**config.mk**
```make
export PLATFORM = sky130hd
export DESIGN_NAME = ce_monitor_flat
export DESIGN_NICKNAME = d
export VERILOG_FILES = /design/src/rtl/ce_pkg.sv /design/src/rtl/ce_monitor_if.sv /design/src/rtl/ce_pattern.sv /design/src/rtl/ce_monitor.sv /design/src/flat_wrapper.sv
export SDC_FILE = /design/constraint.sdc
export NUM_CORES = 1
export LEC_CHECK = 0
export ABC_AREA = 1
export ABC_CLOCK_PERIOD_IN_PS = 3800
export CAP_MARGIN = 5
export CORE_MARGIN = 5
export CORE_UTILIZATION = 40
export CTS_BUF_LIST = sky130_fd_sc_hd__clkbuf_16
export DETAILED_ROUTE_END_ITERATION = 8
export GPL_ROUTABILITY_DRIVEN = 0
export PLACE_DENSITY_LB_ADDON = 0.08
export SLEW_MARGIN = 20
export SYNTH_ARGS = -nofsm -noshare
export SYNTH_HDL_FRONTEND = slang
export SYNTH_SLANG_ARGS = --single-unit
export TNS_END_PERCENT = 100
```
**constraint.sdc**
```tcl
create_clock -name clk24 -period 3.8 [get_ports clk24]
set_clock_uncertainty 0.2 [all_clocks]
set_input_delay 0.57 -clock clk24 [delete_from_list [all_inputs] [get_ports clk24]]
set_output_delay 0.57 -clock clk24 [all_outputs]
set_load 0.01 [all_outputs]
```
**src/rtl/ce_pkg.sv**
```systemverilog
// Shared definitions for the clock-enable bundle: FSM states, strobe bit indices, cadence.
// Latency: none (types and a pure function only).
// Backpressure: not applicable.
package ce_pkg;

    typedef enum logic [1:0] {
        ACQUIRE = 2'd0,
        LOCKED  = 2'd1,
        FAULT   = 2'd2
    } ce_state_e;

    localparam int CE_N         = 7;
    localparam int ERR_CE12     = 0;
    localparam int ERR_CE6      = 1;
    localparam int ERR_CE3      = 2;
    localparam int ERR_CE3V     = 3;
    localparam int ERR_VSLICE   = 4;
    localparam int ERR_CE1M5    = 5;
    localparam int ERR_PIPE_AB  = 6;

    // Phase assigned to the sample after the one carrying the pipe_ab rise (rise is p=32).
    localparam logic [5:0] LOCK_PHASE = 6'd33;

    function automatic logic [CE_N-1:0] ce_expect(input logic [5:0] p);
        logic [CE_N-1:0] e;
        e              = '0;
        e[ERR_CE12]    = p[0];
        e[ERR_CE6]     = p[1] & p[0];
        e[ERR_CE3]     = (p[2:0] == 3'd5);
        e[ERR_CE3V]    = (p[2:0] == 3'd6);
        e[ERR_VSLICE]  = ~p[2];
        e[ERR_CE1M5]   = (p[3:0] == 4'd13);
        e[ERR_PIPE_AB] = p[5];
        return e;
    endfunction

endpackage

```
**src/rtl/ce_monitor_if.sv**
```systemverilog
// Strobe bundle in, lock/error status out, between the clock generator side and the monitor.
// Latency: none (wiring only).
// Backpressure: none; strobes are observed every cycle.
interface ce_monitor_if #(
    parameter int ERR_W = 8
) ();
    logic             ce12;
    logic             ce6;
    logic             ce3;
    logic             ce3v;
    logic             video_slice;
    logic             ce1m5;
    logic             pipe_ab;
    logic             clr_err;
    logic             locked;
    logic [5:0]       phase;
    logic [6:0]       err_mask;
    logic [ERR_W-1:0] err_cnt;
    logic             stall;

    modport master (
        output ce12, ce6, ce3, ce3v, video_slice, ce1m5, pipe_ab, clr_err,
        input  locked, phase, err_mask, err_cnt, stall
    );

    modport slave (
        input  ce12, ce6, ce3, ce3v, video_slice, ce1m5, pipe_ab, clr_err,
        output locked, phase, err_mask, err_cnt, stall
    );
endinterface

```
**src/rtl/ce_pattern.sv**
```systemverilog
// Expected strobe vector for a model phase.
// Latency: combinational.
// Backpressure: none.
module ce_pattern
    import ce_pkg::*;
(
    input  logic [5:0]      phase_i,
    output logic [CE_N-1:0] exp_o
);
    assign exp_o = ce_expect(phase_i);
endmodule

```
**src/rtl/ce_monitor.sv**
```systemverilog
// Locks a 64-phase model to the clock-enable strobes and flags any deviation from the cadence.
// Latency: inputs compared combinationally, all status outputs registered (1 cycle).
// Backpressure: none; every clk24 sample is checked while locked.
module ce_monitor
    import ce_pkg::*;
#(
    parameter int HOLDOFF     = 16,
    parameter int ACQ_TIMEOUT = 255,
    parameter int ERR_W       = 8
) (
    input  logic         clk24,
    input  logic         reset_n,
    ce_monitor_if.slave  bus
);
    localparam int TMO_W  = (ACQ_TIMEOUT > 1) ? $clog2(ACQ_TIMEOUT + 1) : 1;
    localparam int HOLD_W = (HOLDOFF > 1) ? $clog2(HOLDOFF + 1) : 1;
    localparam logic [TMO_W-1:0]  TMO_MAX   = TMO_W'(ACQ_TIMEOUT);
    localparam logic [HOLD_W-1:0] HOLD_LAST = HOLD_W'(HOLDOFF - 1);

    ce_state_e         state_q, state_d;
    logic [5:0]        phase_q, phase_d;
    logic [CE_N-1:0]   mask_q, mask_d;
    logic [ERR_W-1:0]  cnt_q, cnt_d;
    logic              stall_q, stall_d;
    logic              locked_q, locked_d;
    logic [TMO_W-1:0]  tmo_q, tmo_d;
    logic [HOLD_W-1:0] hold_q, hold_d;
    logic              pab_dly_q;

    logic [CE_N-1:0]   obs;
    logic [CE_N-1:0]   exp_vec;
    logic [CE_N-1:0]   mismatch;
    logic              rise;

    assign obs = {bus.pipe_ab, bus.ce1m5, bus.video_slice, bus.ce3v,
                  bus.ce3, bus.ce6, bus.ce12};

    ce_pattern u_pattern (
        .phase_i (phase_q),
        .exp_o   (exp_vec)
    );

    assign mismatch = obs ^ exp_vec;
    assign rise     = bus.pipe_ab & ~pab_dly_q;

    always_comb begin
        state_d  = state_q;
        phase_d  = phase_q;
        tmo_d    = tmo_q;
        hold_d   = hold_q;
        stall_d  = stall_q;
        // Clear is applied first so a same-cycle fault lands on a fresh mask/count.
        mask_d   = bus.clr_err ? '0 : mask_q;
        cnt_d    = bus.clr_err ? '0 : cnt_q;

        unique case (state_q)
            ACQUIRE: begin
                if (rise) begin
                    state_d = LOCKED;
                    phase_d = LOCK_PHASE;
                    tmo_d   = '0;
                    stall_d = 1'b0;
                end else begin
                    if (tmo_q != TMO_MAX) tmo_d = tmo_q + 1'b1;
                    if (tmo_d == TMO_MAX) stall_d = 1'b1;
                end
            end
            LOCKED: begin
                phase_d = phase_q + 6'd1;
                if (|mismatch) begin
                    mask_d  = mask_d | mismatch;
                    cnt_d   = (&cnt_d) ? cnt_d : cnt_d + ERR_W'(1);
                    state_d = FAULT;
                    hold_d  = '0;
                end
            end
            FAULT: begin
                if (hold_q == HOLD_LAST) begin
                    state_d = ACQUIRE;
                    hold_d  = '0;
                end else begin
                    hold_d = hold_q + 1'b1;
                end
            end
            default: state_d = ACQUIRE;
        endcase

        locked_d = (state_d == LOCKED);
    end

    always_ff @(posedge clk24 or negedge reset_n) begin
        if (!reset_n) begin
            state_q   <= ACQUIRE;
            phase_q   <= '0;
            mask_q    <= '0;
            cnt_q     <= '0;
            stall_q   <= 1'b0;
            locked_q  <= 1'b0;
            tmo_q     <= '0;
            hold_q    <= '0;
            pab_dly_q <= 1'b0;
        end else begin
            state_q   <= state_d;
            phase_q   <= phase_d;
            mask_q    <= mask_d;
            cnt_q     <= cnt_d;
            stall_q   <= stall_d;
            locked_q  <= locked_d;
            tmo_q     <= tmo_d;
            hold_q    <= hold_d;
            pab_dly_q <= bus.pipe_ab;
        end
    end

    assign bus.locked   = locked_q;
    assign bus.phase    = phase_q;
    assign bus.err_mask = mask_q;
    assign bus.err_cnt  = cnt_q;
    assign bus.stall    = stall_q;

endmodule

```
**src/flat_wrapper.sv**
```systemverilog
// flat-port wrapper written by rule: the top's interface ports become plain ports
module ce_monitor_flat import ce_pkg::*;
#(
    parameter int HOLDOFF     = 16,
    parameter int ACQ_TIMEOUT = 255,
    parameter int ERR_W       = 8
)
  (clk24, reset_n, bus_ce12, bus_ce6, bus_ce3, bus_ce3v, bus_video_slice, bus_ce1m5, bus_pipe_ab, bus_clr_err, bus_locked, bus_phase, bus_err_mask, bus_err_cnt, bus_stall);
  ce_monitor_if #(.ERR_W(ERR_W)) bus_i ();
  input  logic clk24;
  input  logic reset_n;
  input wire logic [$bits(bus_i.ce12)-1:0] bus_ce12;
  input wire logic [$bits(bus_i.ce6)-1:0] bus_ce6;
  input wire logic [$bits(bus_i.ce3)-1:0] bus_ce3;
  input wire logic [$bits(bus_i.ce3v)-1:0] bus_ce3v;
  input wire logic [$bits(bus_i.video_slice)-1:0] bus_video_slice;
  input wire logic [$bits(bus_i.ce1m5)-1:0] bus_ce1m5;
  input wire logic [$bits(bus_i.pipe_ab)-1:0] bus_pipe_ab;
  input wire logic [$bits(bus_i.clr_err)-1:0] bus_clr_err;
  output wire logic [$bits(bus_i.locked)-1:0] bus_locked;
  output wire logic [$bits(bus_i.phase)-1:0] bus_phase;
  output wire logic [$bits(bus_i.err_mask)-1:0] bus_err_mask;
  output wire logic [$bits(bus_i.err_cnt)-1:0] bus_err_cnt;
  output wire logic [$bits(bus_i.stall)-1:0] bus_stall;
  assign bus_i.ce12 = bus_ce12;
  assign bus_i.ce6 = bus_ce6;
  assign bus_i.ce3 = bus_ce3;
  assign bus_i.ce3v = bus_ce3v;
  assign bus_i.video_slice = bus_video_slice;
  assign bus_i.ce1m5 = bus_ce1m5;
  assign bus_i.pipe_ab = bus_pipe_ab;
  assign bus_i.clr_err = bus_clr_err;
  assign bus_locked = bus_i.locked;
  assign bus_phase = bus_i.phase;
  assign bus_err_mask = bus_i.err_mask;
  assign bus_err_cnt = bus_i.err_cnt;
  assign bus_stall = bus_i.stall;
  ce_monitor #(.HOLDOFF(HOLDOFF), .ACQ_TIMEOUT(ACQ_TIMEOUT), .ERR_W(ERR_W)) u_core (.clk24(clk24), .reset_n(reset_n), .bus(bus_i));
endmodule
```
# Word-level counts from Yosys, hierarchy flattened

Cells that the tools add are included.
Widths: inputs -> output; s select.

Bits of input ports: 10
Register bits after elaboration: 39
Output and inout port bits: 23

Bitwise operators: 6
Multiplexer cells: 22
Eq/ne operators: 11
Reduce and logical (&&, ||, !) cells: 9
Add/sub/neg operators: 4

Operator list:

| cell                | count |
|---|---|
| $mux 8              | 8 |
| $mux 7              | 3 |
| $add 8x1->8 const B | 2 |
| $pmux 6 s2          | 1 |
| $mux 5              | 2 |
| $pmux 5 s2          | 1 |
| $eq 8x8->1 const B  | 1 |
| $ne 8x8->1 const B  | 1 |
| $reduce_and 8->1    | 1 |
| $or 7x7->7          | 1 |
| $reduce_or 7->1     | 1 |
| $xor 7x7->7         | 1 |
| $add 6x1->6 const B | 1 |
| $eq 3x3->1 const B  | 2 |
| $mux 2              | 3 |
| $mux 6              | 1 |
| $pmux 2 s3          | 1 |
| $reduce_and 2->1    | 3 |
| $reduce_bool 2->1   | 3 |
| $add 5x1->5 const B | 1 |
| $eq 5x4->1 const B  | 1 |
| $eq 2x1->1 const B  | 2 |
| $eq 4x4->1 const B  | 1 |
| $ne 2x1->1 const B  | 2 |
| 5 further kinds     | 8 |

# Depth between registers and ports, before layout

Gate-level depths: netlist (run 1).

Depth after elaboration: 7
Depth in mapped cells: 11
Depth with buffers taken out: 11

# By module

Synthesis (run 1) repeated with hierarchy kept, for this count alone.

Cells, all modules: 284
Area total of the unflattened synthesis: 2283.4 sq um

Modules (own cells, without submodules):

| module     | times used | cells each | area each (sq um) |
|---|---|---|---|
| ce_monitor | 1          | 272        | 2230.9 |
| ce_pattern | 1          | 12         | 52.6 |

# Least setup slack after synthesis (run 1)

No wires, ideal clock.

Path kind: input -> register
From: input port bus_clr_err
To: register u_core.cnt_q[1], in the netlist u_core.bus.err_cnt[1]
Required time: 3484 ps
Arrival: 1653 ps
Stages on the path: 10
Slack: 1831 ps
Library setup time: 116 ps
Path through: buf_6 -> nor2_1 -> ha_1 -> nand3_1 -> nor2_1 -> nand2_1 -> nand3_1 -> inv_1 -> nand2_1 -> nand2_1

Longest elaborated chain between the ends: 5

RTL lines:

| item                                                   | RTL line           | source |
|---|---|---|
| from (decl)                                            | flat_wrapper.sv:19 | `input wire logic [$bits(bus_i.clr_err)-1:0] bus_clr_err;` |
| $mux 8 (*)                                             | ce_monitor.sv:54   | `cnt_d = bus.clr_err ? '0 : cnt_q;` |
| $add 8x1->8 / $reduce_and 8->1 (equally long branches) | ce_monitor.sv:72   | `cnt_d = (&cnt_d) ? cnt_d : cnt_d + ERR_W'(1);` |
| $mux 8                                                 | ce_monitor.sv:72   |  |
| $mux 8                                                 | ce_monitor.sv:70   | `if (\|mismatch) begin` |
| $mux 8 (*)                                             | ce_monitor.sv:56   | `unique case (state_q)` |
| named net u_core.cnt_d[1]                              | ce_monitor.sv:23   | `logic [ERR_W-1:0] cnt_q, cnt_d;` |
| to (signal assigned)                                   | ce_monitor.sv:106  | `cnt_q <= cnt_d;` |
| to (decl)                                              | ce_monitor.sv:23   |  |

The timed path passes the listed nets; every way through them passes the cells marked *.
A chain may end at the register's enable or synchronous reset.

# Worst setup path in the final report (run 1)

From: input port bus_clr_err
To: register u_core.cnt_q[0], in the netlist u_core.bus.err_cnt[0]

Same word-level chain as after synthesis.

==> results of run 1 <==
cells by family (layout without fill, tap and decap cells):
kind of cell	count (synthesis)	in the layout	synth area share
compound gates	40	40	0.101
xor+xnor	8	8	0.0319
fa+ha+maj	6	6	0.0342
buf+inv	40	77	0.0758
flops	39	39	0.445
simple gates	161	161	0.312
how the worst max path moves through the flow:
stage,to,slack (ps),cells after the start
2_1_floorplan,u_core.bus.err_cnt[1]$_DFF_PN0_,1830,10
3_3_place_gp,u_core.bus.err_cnt[1]$_DFF_PN0_,1110,10
3_5_place_dp,u_core.bus.err_cnt[0]$_DFF_PN0_,1110,10
4_1_cts,u_core.bus.err_cnt[0]$_DFF_PN0_,1390,10
5_1_grt,u_core.bus.err_cnt[0]$_DFF_PN0_,1150,10
6_report,u_core.bus.err_cnt[0]$_DFF_PN0_,1390,10
worst max-delay path, stage by stage:
cell and delay [ps]:
clkdlybuf4s50_1 570, nor2_1 250, ha_1 230, nand3_1 130, nor2_1 140, nand2_1 160, nand3_1 160, inv_1 70
nand2_1 60, nand2_1 40
cell usage in the layout (no fill, tap or decap), types with 3 or more instances in the layout:
cell type	netlist	final
nand2_1	91	91
dfrtp_1	39	39
inv_1	35	36
clkdlybuf4s50_1	0	31
nor2_1	27	27
nand3_1	27	27
o21ai_0	22	22
a21oi_1	7	7
xnor2_1	6	6
ha_1	6	6
clkbuf_16	0	5
o21ai_1	4	4
nand4_1	4	4
a22o_1	4	4
nor2_2	3	3
clkinv_1	1	3
through the flow:
step	hold WS, ps	cells	setup slack (ps)
after global placement	277	395	1110
after floorplan	74.4	294	1830
final	210	403	1390
after detailed placement	277	395	1110
after global routing	314	403	1150
after CTS	256	403	1390
power groups by stage:
stage / clock network [W] / registers (W) / logic [W]
final: 0.000393 / 0.000618 / 0.000506
after global routing: 0.000424 / 0.000634 / 0.000586
after floorplan: 0 / 0.000622 / 0.000320
after CTS: 0.000405 / 0.000617 / 0.000514
after detailed placement: 0 / 0.000622 / 0.000511
after global placement: 0 / 0.000625 / 0.000509
final cells by class:
cell class,count,share of cell area
Clock inverter,3,0.00415
Multi-Input combinational cell,215,0.388
Inverter,36,0.0498
Tap cell,72,0.0332
Timing Repair Buffer,33,0.119
Clock buffer,5,0.0461
Sequential cell,39,0.360
layer usage:
metal  vias up  wire (um)  GRT usage
li1       1012          -          -
met1       867       2380      0.195
met2        32       2140      0.232
met3         6        188     0.0326
met4         0         69     0.0541
met5         -          0          0
flip-flops by register name (all words and copies together) (netlist names):
register,count
u_core.bus.err_cnt,8
u_core.tmo_q,8
u_core.bus.err_mask,7
u_core.bus.phase,6
u_core.hold_q,5
u_core.state_q,2
u_core.bus.locked,1
u_core.bus.stall,1
u_core.pab_dly_q,1
==> impl_results.md, run 1 <==
* Max Transition Viols Final at 0
* Yosys cell types at 27
* Initial Util at 0.406
* Worst EP required at 3770 ps
* Post-synth top area share at 0.445
* Crit-path max FO at 9
* Fin util at 0.502
* Vias at 1917
* Relative slew slack at 0.413
* Cells on worst reg2reg path at 8
* Die ar. at 7070 um^2
* R2R setup slack at 1550 ps
* Ports at 33
* CTS tree: yes
* Combinational Power Share at 0.334
* DR iter-0 viols at 97
* Psw at 0.000553 W
* Number of global-route vias before repair at 1873
* Crit path DAT at 2380 ps
* Seq/Total Area, Yosys at 0.445
* Fraction of layout cells with a size suffix above 1 at 0.0483
* TNS Setup at 0 ps
* Top_reg_cell synth: dfrtp_1
* Placed inst area at 2580 um^2
* EDFF count, synth at 0
* Post-route cell area at 2710 um^2
* Count leader, synth: nand2_1
* Reg2reg end: u_core.hold_q[4]$_DFFE_PN0P_
* Clk slew on worst S/H paths at 60 ps
* Ranking of synthesized cells by area: dfrtp_1, nand2_1, nand3_1, inv_1, o21ai_0
* CP Capture Type: flop
* Final Net Count at 346
* Fin. Hold Viols at 0
* CTS buffer count at 5
* Avg Cell Area, Syn at 7.46 um^2
* DIE HEIGHT at 84.1 um
* CTS Hold Buffers Added at 0
* Worst-Margin Slew at 881 ps
* Crit Path Class: input pin to flop
* Final setup vio count at 0
* Area growth, synth to finish at 23.6%
* Post-CTS Repair Setup Buffers at 0
* Largest net degree at the start of global routing at 40
* Core area at 5410 um^2
* Total power at 0.00152 W
* Detailed Place HPWL at 3470 um
* All-Layer GR Usage at 0.146
* 1st-pass router iterations at 4
* Cell taking the most area after synthesis: dfrtp_1
* Crit path from: bus_clr_err
* Fin crit period at 2410 ps
* RR Startpoint: u_core.bus.phase[0]$_DFFE_PN0P_
* Post-synthesis instance area at 2190 um^2
* DIE WIDTH at 84.1 um
* Fillers at 541
* Routed vias/inst at 4.76
* Maxcap violations at 0
* Post-Syn Nets at 310
* Clock power share at 0.259
* Cts repair resizes at 0
* First-pass GRT wire length at 8490 um
* WL/cell at 11.9 um
* RSZ-0062 raised after global routing: no
* CTS max path bufs at 2
* Clk root buf: clkbuf_16
* Internal Power at 0.000964 W
* Commonest cells in the netlist: nand2_1, dfrtp_1, inv_1
* Outcome: completed
* Worst Hold Class: input pin to asynchronous set/reset pin
* Leakage at 1.27 nW
* Post-route ant nets at 0
* Startpoint types: input pin
* Crit share post-route at 0.634
* Warnings, synthesis at 0
* Antenna cells at 0
* Max Fclk at 0.415 GHz
* Syn Inst Count at 294
* Worst-skew pair later-pin latency at 280 ps
* Initial antenna violation count at 0
* Total gr overflow at 0
* Part of the power in registers at 0.407
* Std cell rows at 27
* # DRC at 0
* Asr flop ratio synth at 1.00
* WL final at 4780 um
* Number of buffers added on ports at 32
* Yosys reg bits at 39
* Multi-input combinational cell area at 1050 um^2
* H-tree levels at 2
* Sink Count at 39
* Pwr Density at 559 nW/um^2
* Max IR drop VDD at 0.250 mV
* Switching power share of the total at 0.365
* FF/Latch Area at 976 um^2
Note: power is estimated with default switching activity, not from simulation.
==> run 2, diff against run 1 <==
--- a/config.mk
+++ b/config.mk
@@ -6,7 +6,7 @@
 export NUM_CORES = 1
 export LEC_CHECK = 0
 export ABC_AREA = 1
-export ABC_CLOCK_PERIOD_IN_PS = 3800
+export ABC_CLOCK_PERIOD_IN_PS = 2000
 export CAP_MARGIN = 5
 export CORE_MARGIN = 5
 export CORE_UTILIZATION = 40
==> constraint.sdc (replaced) <==
create_clock -name clk24 -period 2 [get_ports clk24]
set_clock_uncertainty 0.2 [all_clocks]
set_input_delay 0.3 -clock clk24 [delete_from_list [all_inputs] [get_ports clk24]]
set_output_delay 0.3 -clock clk24 [all_outputs]
set_load 0.01 [all_outputs]
==> run 2 against run 1 <==
  * Clock power grew 99%
  * Setup slack worse by 1300 ps
  * Total power increased by 110%
  * Count of clock-buffer cells in the layout did not move
  * Core utilization grew 7.7 points
  * First-iteration DRC count down 40%
  * Hold slack gained 74 ps
  * Non-clock buffer count increased by 36
  * Wire length increased by 9.2%
  * Sequential share of layout area fell by 4.7 points
==> impl_results.md, run 2 (synthesis gave the netlist of run 1 again) <==
* Outcome: completed
* Most common cell after layout, fill and taps aside: nand2_1
* Cell Chain, Critical Path: ha_2, xnor2_2, nand2_1, nor2_4, nand3_4, buf_4, nand2_1, o21ai_1, nand2_1, nand2_1
* Die ar. at 7070 um^2
* Antenna cells at 0
* Final Net Count at 382
* Routed vias/inst at 4.72
* WL/cell at 11.9 um
* Worst EP required at 1980 ps
* Clk root buf: clkbuf_16
* RSZ-0062 raised after global routing: yes
* Initial antenna violation count at 0
* CTS max path bufs at 2
* Fin. Hold Viols at 0
* Ports at 33
* Internal Power at 0.00203 W
* Total power at 0.00321 W
* Area growth, synth to finish at 42.5%
* Detailed Place HPWL at 3770 um
* CTS buffer count at 5
* Max Transition Viols Final at 0
* Max IR drop VDD at 0.670 mV
* Number of buffers added on ports at 32
* All-Layer GR Usage at 0.157
* Total gr overflow at 0
* DR iter-0 viols at 58
* Largest net degree at the start of global routing at 40
* Initial Util at 0.406
* Core area at 5410 um^2
* Maxcap violations at 0
* H-tree levels at 2
* Delay-heaviest family, CP: simple AND/OR/NAND/NOR gates
* Most frequent cells in the layout: nand2_1, dfrtp_1, buf_4
* Part of the power in registers at 0.370
* Leakage at 1.49 nW
* Crit Path Class: flop to flop
* WL final at 5220 um
* Final setup vio count at 0
* Worst-skew pair later-pin latency at 280 ps
* Combinational Power Share at 0.386
* CP Capture Type: flop
* Vias at 2071
* Psw at 0.00118 W
* Crit-path max FO at 7
* Clock power share at 0.244
* Pwr Density at 1030 nW/um^2
* Fraction of layout cells with a size suffix above 1 at 0.215
* Number of global-route vias before repair at 2028
* Cell mode on critical path: nand2_1
* DP Worst Slack at -178 ps
* Crit path DAT at 1910 ps
* Crit share post-route at 0.968
* DIE HEIGHT at 84.1 um
* # DRC at 0
* Post-route ant nets at 0
* Worst Hold Class: flop to flop
* Sink Count at 39
* R2R setup slack at 60 ps
* Fin worst setup slack at 64.5 ps
* Fin crit period at 1940 ps
* 1st-pass router iterations at 4
* First-pass GRT wire length at 8980 um
* Startpoint types: flop
* Worst-Margin Slew at 502 ps
* Switching power share of the total at 0.367
* Crit-path slowest cell: dfrtp_2
* CP Buf/Inv Count at 1
* DIE WIDTH at 84.1 um
* TNS Setup at 0 ps
* Clk slew on worst S/H paths at 60 ps
* CTS tree: yes
* CP max stage delay at 460 ps
* Relative slew slack at 0.665
* Max Fclk at 0.517 GHz
* Std cell rows at 27
[run 2: cell count changes in the layout (fill, tap and decap cells not counted), sizes merged]
cell | before | now
buf | 2 | 37
clkinv | 3 | 2
clkinvlp | 0 | 2
dlygate4sd3 | 0 | 1
inv | 36 | 35
[run 2: layer usage]
layer,global-route usage,share of wire,vias to the layer above
met3,0.0405,0.032,7
met1,0.204,0.48,953
met2,0.251,0.47,24
met5,0,0,-
met4,0.0570,0.013,0
li1,-,-,1087
[run 2: power groups by stage]
stage | combinational, W | sequential, W | clock, W
6_report | 0.00124 | 0.00119 | 0.000783
5_1_grt | 0.00141 | 0.00122 | 0.000846
4_1_cts | 0.00116 | 0.00116 | 0.000806
3_5_place_dp | 0.00113 | 0.00117 | 0
3_3_place_gp | 0.00113 | 0.00117 | 0
2_1_floorplan | 0.000608 | 0.00118 | 0
[run 2: timing repair]
item / 4_1_cts / 5_1_grt
hold buffers: 1 / 0
pin swaps: 1 / 6
buffers inserted: 1 / 1
hold endpoints to repair: 39 / 0
endpoints found under the setup margin: 13 / 16
gates resized for setup: 1 / 34
[run 2: tightest hold or removal path: cells and delay by family (launching register included)]
kind               cells  cell delay [ps]
DFF                    1              340
and+or+nand+nor        1               50
AOI/OAI and AO/OA      1               60
[run 2: worst paths after layout]
path / depth (start not counted) / endpoint / from
min reg2reg: 2 / u_core.bus.err_mask[1]$_DFF_PN0_ / u_core.bus.err_mask[1]$_DFF_PN0_
min: 2 / u_core.bus.err_mask[1]$_DFF_PN0_ / u_core.bus.err_mask[1]$_DFF_PN0_
max reg2reg: 10 / u_core.bus.err_cnt[3]$_DFF_PN0_ / u_core.bus.phase[0]$_DFFE_PN0P_
min in group asynchronous: 3 / u_core.tmo_q[1]$_DFFE_PN0P_ / reset_n
max in group asynchronous: 3 / u_core.bus.phase[0]$_DFFE_PN0P_ / reset_n
max: 10 / u_core.bus.err_cnt[3]$_DFF_PN0_ / u_core.bus.phase[0]$_DFFE_PN0P_
[run 2: cell type report]
cell class / instances / area, um^2
fill: 523 / 2280
multi-input combinational: 215 / 1180
tap: 72 / 90.1
clock buffer: 5 / 125
sequential: 39 / 978
timing repair buffer: 69 / 603
inverter: 36 / 135
clock inverter: 3 / 20.0
[run 2: stage by stage]
| step | util | std cells | hold WS, ps | area, um^2 |
|---|---|---|---|---|
| CTS | 0.554 | 438 | 291 | 2990 |
| detailed placement | 0.522 | 428 | 194 | 2820 |
| global route | 0.579 | 439 | 321 | 3130 |
| global placement | 0.522 | 428 | 190 | 2820 |
| floorplan | - | 294 | -196 | 2190 |
| finish | 0.579 | 439 | 285 | 3130 |
